===== config.mk =====
export PLATFORM = sky130hd
export DESIGN_NAME = router_pkt_collector_flat
export DESIGN_NICKNAME = d
export VERILOG_FILES = /design/src/rtl/router_pkt_pkg.sv /design/src/rtl/router_pkt_collector_if.sv /design/src/rtl/router_byte_fifo.sv /design/src/rtl/router_pkt_collector.sv /design/src/flat_wrapper.sv
export SDC_FILE = /design/constraint.sdc
export NUM_CORES = 1
export LEC_CHECK = 0
export CORE_MARGIN = 2
export CORE_UTILIZATION = 60
export CTS_CLUSTER_DIAMETER = 100
export CTS_CLUSTER_SIZE = 28
export DETAILED_ROUTE_END_ITERATION = 7
export PLACE_DENSITY_LB_ADDON = 0.25
export SLEW_MARGIN = 20
export SYNTH_ARGS = -nofsm -noshare
export SYNTH_HDL_FRONTEND = slang
export SYNTH_HIERARCHICAL = 1
export SYNTH_SLANG_ARGS = --single-unit

===== constraint.sdc =====
create_clock -name clock -period 4.8 [get_ports clock]
set_input_delay 0.72 -clock clock [delete_from_list [all_inputs] [get_ports clock]]
set_output_delay 0.72 -clock clock [all_outputs]
set_load 0.01 [all_outputs]

===== src/rtl/router_pkt_pkg.sv =====
// Shared types for the router output-port collector: FSM states and the
// tagged byte entry stored in the receive FIFO.
package router_pkt_pkg;

    typedef enum logic [1:0] {
        SYNC,
        IDLE,
        COLLECT,
        DROP
    } collector_state_e;

    typedef struct packed {
        logic [7:0] data;
        logic       sof;
        logic       eof;
        logic       err;
    } fifo_entry_t;

    localparam logic [7:0] ERR_MARKER = 8'h00;

endpackage


===== src/rtl/router_pkt_collector_if.sv =====
// Byte stream from the collector to a scoreboard or monitor (valid/ready).
interface router_pkt_collector_if;

    logic       m_valid;
    logic       m_ready;
    logic [7:0] m_data;
    logic       m_sof;
    logic       m_eof;
    logic       m_err;

    modport master (output m_valid, m_data, m_sof, m_eof, m_err, input m_ready);
    modport slave  (input m_valid, m_data, m_sof, m_eof, m_err, output m_ready);

endinterface


===== src/rtl/router_byte_fifo.sv =====
// Show-ahead FIFO of tagged bytes. The head entry reads as zero while empty;
// admission policy (reserved slot) is left to the parent.
module router_byte_fifo
    import router_pkt_pkg::*;
#(
    parameter int DEPTH = 16
) (
    input  logic                     clock,
    input  logic                     reset_n,
    input  logic                     push,
    input  fifo_entry_t              push_entry,
    input  logic                     pop,
    output fifo_entry_t              head,
    output logic                     valid,
    output logic [$clog2(DEPTH):0]   count
);

    localparam int AW = $clog2(DEPTH);
    localparam logic [AW:0] FULL_CNT = (AW+1)'(DEPTH);

    fifo_entry_t   mem [DEPTH];
    logic [AW-1:0] wptr;
    logic [AW-1:0] rptr;
    logic          full;
    logic          do_push;
    logic          do_pop;

    assign full    = (count == FULL_CNT);
    assign valid   = (count != '0);
    assign do_pop  = pop && valid;
    assign do_push = push && (!full || do_pop);
    assign head    = valid ? mem[rptr] : '0;

    // NOTE: storage has no reset; the pointers and count define what is valid.
    always_ff @(posedge clock) begin
        if (do_push) mem[wptr] <= push_entry;
    end

    always_ff @(posedge clock or negedge reset_n) begin
        if (!reset_n) begin
            wptr  <= '0;
            rptr  <= '0;
            count <= '0;
        end else begin
            if (do_push) wptr <= wptr + 1'b1;
            if (do_pop)  rptr <= rptr + 1'b1;
            case ({do_push, do_pop})
                2'b10:   count <= count + 1'b1;
                2'b01:   count <= count - 1'b1;
                default: count <= count;
            endcase
        end
    end

endmodule


===== src/rtl/router_pkt_collector.sv =====
// Samples one router output port (LSB-first serial), packs bytes and queues
// them with sof/eof/err tags; the last FIFO slot is kept for frame terminators.
module router_pkt_collector
    import router_pkt_pkg::*;
#(
    parameter int DEPTH = 16,
    parameter int CNT_W = 16
) (
    input  logic                 clock,
    input  logic                 reset_n,
    input  logic                 dout,
    input  logic                 valido_n,
    input  logic                 frameo_n,
    input  logic                 clr_stat,
    router_pkt_collector_if.master stream,
    output logic [CNT_W-1:0]     pkt_count,
    output logic                 overflow
);

    localparam int AW = $clog2(DEPTH);
    localparam logic [AW:0] DATA_LIMIT = (AW+1)'(DEPTH - 1);
    localparam logic [AW:0] EOF_LIMIT  = (AW+1)'(DEPTH);

    collector_state_e state;
    logic [2:0]       bit_cnt;
    logic [7:0]       shreg;
    logic             first_pending;

    logic [AW:0]      count;
    fifo_entry_t      head;
    fifo_entry_t      want_entry;
    logic [7:0]       new_byte;
    logic             head_valid;
    logic             want_push;
    logic             room;
    logic             push;
    logic             good_frame;

    // NOTE: every always_comb output gets a default first so no path infers a latch.
    always_comb begin
        new_byte          = shreg;
        new_byte[bit_cnt] = dout;
        want_push         = 1'b0;
        want_entry        = '{data: ERR_MARKER, sof: first_pending, eof: 1'b1, err: 1'b1};
        case (state)
            COLLECT: begin
                if (!valido_n) begin
                    if (bit_cnt == 3'd7) begin
                        want_push  = 1'b1;
                        want_entry = '{data: new_byte, sof: first_pending, eof: frameo_n, err: 1'b0};
                    end else if (frameo_n) begin
                        want_push       = 1'b1;
                        want_entry.data = new_byte;
                    end
                end else if (frameo_n) begin
                    want_push = !first_pending || (bit_cnt != 3'd0);
                end
            end
            DROP:    want_push = frameo_n;
            default: want_push = 1'b0;
        endcase
    end

    // Data bytes may not take the last slot; terminators may.
    assign room       = want_entry.eof ? (count < EOF_LIMIT) : (count < DATA_LIMIT);
    assign push       = want_push && room;
    assign good_frame = push && want_entry.eof && !want_entry.err;

    always_ff @(posedge clock or negedge reset_n) begin
        if (!reset_n) begin
            state         <= SYNC;
            bit_cnt       <= '0;
            shreg         <= '0;
            first_pending <= 1'b0;
            pkt_count     <= '0;
            overflow      <= 1'b0;
        end else begin
            if (good_frame)     pkt_count <= clr_stat ? CNT_W'(1) : pkt_count + 1'b1;
            else if (clr_stat)  pkt_count <= '0;

            if (want_push && !room) overflow <= 1'b1;
            else if (clr_stat)      overflow <= 1'b0;

            case (state)
                SYNC: if (frameo_n) state <= IDLE;
                IDLE: begin
                    if (!frameo_n) begin
                        state         <= COLLECT;
                        first_pending <= 1'b1;
                        shreg         <= {7'b0, dout & !valido_n};
                        bit_cnt       <= {2'b0, !valido_n};
                    end
                end
                COLLECT: begin
                    if (want_push) begin
                        shreg   <= '0;
                        bit_cnt <= '0;
                        if (!room) begin
                            // A rejected terminator means nothing of this frame was queued.
                            state <= want_entry.eof ? IDLE : DROP;
                        end else begin
                            first_pending <= 1'b0;
                            if (want_entry.eof) state <= IDLE;
                        end
                    end else if (frameo_n) begin
                        state <= IDLE;
                    end else if (!valido_n) begin
                        shreg   <= new_byte;
                        bit_cnt <= bit_cnt + 1'b1;
                    end
                end
                DROP: begin
                    if (frameo_n) begin
                        state   <= IDLE;
                        shreg   <= '0;
                        bit_cnt <= '0;
                    end
                end
                default: state <= SYNC;
            endcase
        end
    end

    router_byte_fifo #(.DEPTH(DEPTH)) u_fifo (
        .clock      (clock),
        .reset_n    (reset_n),
        .push       (push),
        .push_entry (want_entry),
        .pop        (head_valid && stream.m_ready),
        .head       (head),
        .valid      (head_valid),
        .count      (count)
    );

    assign stream.m_valid = head_valid;
    assign stream.m_data  = head.data;
    assign stream.m_sof   = head.sof;
    assign stream.m_eof   = head.eof;
    assign stream.m_err   = head.err;

endmodule


===== src/flat_wrapper.sv =====
// flat-port wrapper written by rule: the top's interface ports become plain ports
module router_pkt_collector_flat import router_pkt_pkg::*;
#(
    parameter int DEPTH = 16,
    parameter int CNT_W = 16
)
  (clock, reset_n, dout, valido_n, frameo_n, clr_stat, pkt_count, overflow, stream_m_valid, stream_m_data, stream_m_sof, stream_m_eof, stream_m_err, stream_m_ready);
  router_pkt_collector_if stream_i ();
  input  logic clock;
  input  logic reset_n;
  input  logic dout;
  input  logic valido_n;
  input  logic frameo_n;
  input  logic clr_stat;
  output logic [CNT_W-1:0] pkt_count;
  output logic overflow;
  output wire logic [$bits(stream_i.m_valid)-1:0] stream_m_valid;
  output wire logic [$bits(stream_i.m_data)-1:0] stream_m_data;
  output wire logic [$bits(stream_i.m_sof)-1:0] stream_m_sof;
  output wire logic [$bits(stream_i.m_eof)-1:0] stream_m_eof;
  output wire logic [$bits(stream_i.m_err)-1:0] stream_m_err;
  input wire logic [$bits(stream_i.m_ready)-1:0] stream_m_ready;
  assign stream_m_valid = stream_i.m_valid;
  assign stream_m_data = stream_i.m_data;
  assign stream_m_sof = stream_i.m_sof;
  assign stream_m_eof = stream_i.m_eof;
  assign stream_m_err = stream_i.m_err;
  assign stream_i.m_ready = stream_m_ready;
  router_pkt_collector #(.DEPTH(DEPTH), .CNT_W(CNT_W)) u_core (.clock(clock), .reset_n(reset_n), .dout(dout), .valido_n(valido_n), .frameo_n(frameo_n), .clr_stat(clr_stat), .stream(stream_i), .pkt_count(pkt_count), .overflow(overflow));
endmodule

==> results.cfg <==
[status]
status = finished, final reports clean

[grt]
grt_pass1_wl_mm = 29.5
grt_pass1_vias = 5328
antenna_found_initial = 0
overflow = 0
grt_max_degree = 45
grt_util_all_layers_pct = 23.0

[timing]
finalSetupTns_ps = 0
min_period_ps = 4000
fmax_mhz = 250
hold_violations = 0
hold_ws_ps = 248
fin_worst_skew_ps = 16.3
timing.final.crit_share_pct = 83.3
finalMaxSlewViolations = 0
rsz0062_at_grt = false
worst_pin_slew_ps = 1040
setup_violations = 0
slew_headroom_pct = 29.9
worst_slack_ps = 803

[clocking]
clock_latency_ps = 460
cts_root_buffer = clkbuf_16
h-tree-depth = 1
cts_buffer_depth = 3
clkTransAtPathRegs_ps = 110
cts_buffers = 11
ctsResizeCount = 0
cts_hold_buf = 0
tritoncts = done
clock_sinks = 220
cts_setup_buffers = 0

[worst_setup_path]
worstPathArrival_ps = 4350
critPathKind = reg -> reg
r2r-end = u_core/u_fifo/count[4]
rr_worst_depth = 12
path_common_cell = ha_1
worst_path_largest_cell_delay_ps = 480
crit_chain = ha_1 -> ha_1 -> and3b_2 -> inv_2 -> o31ai_1 -> nor2b_1 -> nor2_1 -> ha_1 -> a21o_1 -> a21oi_1 -> mux2_2 -> a211o_1
startpoint = u_core/bit_cnt[1]
critPathRequiredTime_ps = 5160
r2r_slack_ps = 800
cp_max_fo = 23
worstSetupStartpointType = flop
slowest_stage = dfrtp_1
end_kind = flop
rr_startpoint = u_core/bit_cnt[1]

[place]
portBuffers = 35
place_area_sq_um = 10300
dp.cells = 845
dp_slack_ps = 413
place_congestion = 0.815
place_hpwl_mm = 12.3

[routing]
drc = 0
vias = 5359
drt-wirelength-per-cell_um = 21.9
via_per_inst = 6.22
totalWireLength_mm = 18.9
drt_pass1_iterations = 5
ant_nets = 0
drt_iter0_markers = 433

[logic_synthesis]
ys_seq_area_share_pct = 66.3
syn_area_per_cell_sq_um = 16.0
yosys_warnings = 6
async_reset_ff_share_pct = 20.0
synth.distinct_cells = 56
post-synth-top-count-cell = edfxtp_1
synth_top_cell_area_share_pct = 54.9
synth_edf_count = 176
synth_common_cells = 176 x edfxtp_1, 44 x dfrtp_1, 44 x mux4_2
yosysTopAreaCell = edfxtp_1
synth_area_sq_um = 9630
syn_nets = 624
synth.area.top_cells = edfxtp_1 55%, dfrtp_1 11%, mux4_2 10%, mux2i_1 2.1%, ha_1 1.9%
syn-instance-count = 601
synth_flop_cell = edfxtp_1
synth_seq_cells = 220

[pwr]
p_leak_nw = 3.85
power.total_mw = 5.05
peakVddDrop_v = 0.000300
powerDensity_nw_per_um2 = 475

[die]
dieArea_sq_um = 17100
ios = 36
start_util_pct = 61.0
design.core.area_sq_um = 15800
die_h_um = 131
fp-row-count = 46
die_w_um = 131

[run]
cap_violations = 0

[cells_and_area]
syn_to_final_growth_pct = 10.3
fin_nets = 665
drive_gt1_share_pct = 17.5
fin_area_sq_um = 10600
instances_no_fill = 862
diodes = 0
utilization_pct = 67.4

[worst_hold_path]
hold_class = in -> async
## registers in the layout, summed over array words and instances (netlist names)
name                  count
u_core/u_fifo/mem       176
u_core/state              2
u_core/u_fifo/wptr        4
u_core/bit_cnt            3
u_core/u_fifo/rptr        4
u_core/overflow           1
u_core/u_fifo/count       5
u_core/first_pending      1
u_core/shreg              8
u_core/pkt_count         16
## per-layer routing
metal	up-vias	global-route usage, %	wire length, um
met3	25	3.50	1040
met1	2753	30.8	7560
met4	0	5.51	345
met5	-	0	0
met2	148	40.5	9940
li1	2433	-	-
## layout by cell type, fill, tap and decap left out, drive strengths merged, types with 4 or more instances in the layout
cell type,netlist,layout
a21oi,28,28
a32oi,9,9
buf,18,26
clkbuf,14,16
clkdlybuf4s50,0,34
dfrtp,44,44
edfxtp,176,176
ha,15,15
inv,26,26
mux2,17,17
mux2i,20,20
mux4,44,44
nand2,19,19
nand2b,4,4
nand3,14,14
nand4,8,8
nor2,28,28
nor2b,5,5
nor3,10,10
o21ai,23,23
o22ai,9,9
o31ai,8,8
or3,6,6
or4,8,8
xnor2,9,9
xor2,5,5
## how the worst max path moves through the flow
stage / slack [ps] / end
floorplan: 1170 / u_core/u_fifo/mem[3][0]
global placement: 610 / u_core/u_fifo/count[4]
detailed placement: 410 / u_core/u_fifo/count[4]
CTS: 760 / stream_m_data[4]
global route: 510 / u_core/u_fifo/count[4]
finish: 800 / u_core/u_fifo/count[4]
## power breakdown
part | total (mW) | internal (mW) | switching, mW
Clock | 1.02 | 0.485 | 0.531
Combinational | 1.58 | 0.836 | 0.742
Sequential | 2.46 | 2.16 | 0.297
Total | 5.05 | 3.48 | 1.57
## kinds of logic (layout without fill, tap and decap cells)
kind of cell	count (synthesis)	in the layout	synth area share, %
XOR/XNOR	14	14	1.27
multiplexers	81	81	14.4
flip-flops	220	220	66.3
AND/OR/NAND/NOR	119	119	6.94
adder cells (fa/ha/maj)	16	16	2.16
AO/OA/AOI/OAI	93	93	6.36
buffers and inverters	58	103	2.56
## worst max-delay path, delay by kind of cell (launching register included)
| kind | cells | cell delay (ps) |
|---|---|---|
| flip-flops | 1 | 480 |
| buffers and inverters | 1 | 170 |
| adder cells (fa/ha/maj) | 3 | 780 |
| AND/OR/NAND/NOR | 3 | 820 |
| AO/OA/AOI/OAI | 4 | 1240 |
| multiplexers | 1 | 380 |
## cell type report
type                            count  area (sq um)
Timing Repair Buffer               60           536
Clock buffer                       16           294
Tap cell                          216           270
Fill cell                        1123          5150
Multi-Input combinational cell    323          3010
Sequential cell                   220          6390
Clock inverter                      1          30.0
Inverter                           26          97.6
(Power assumes the default switching activity.)
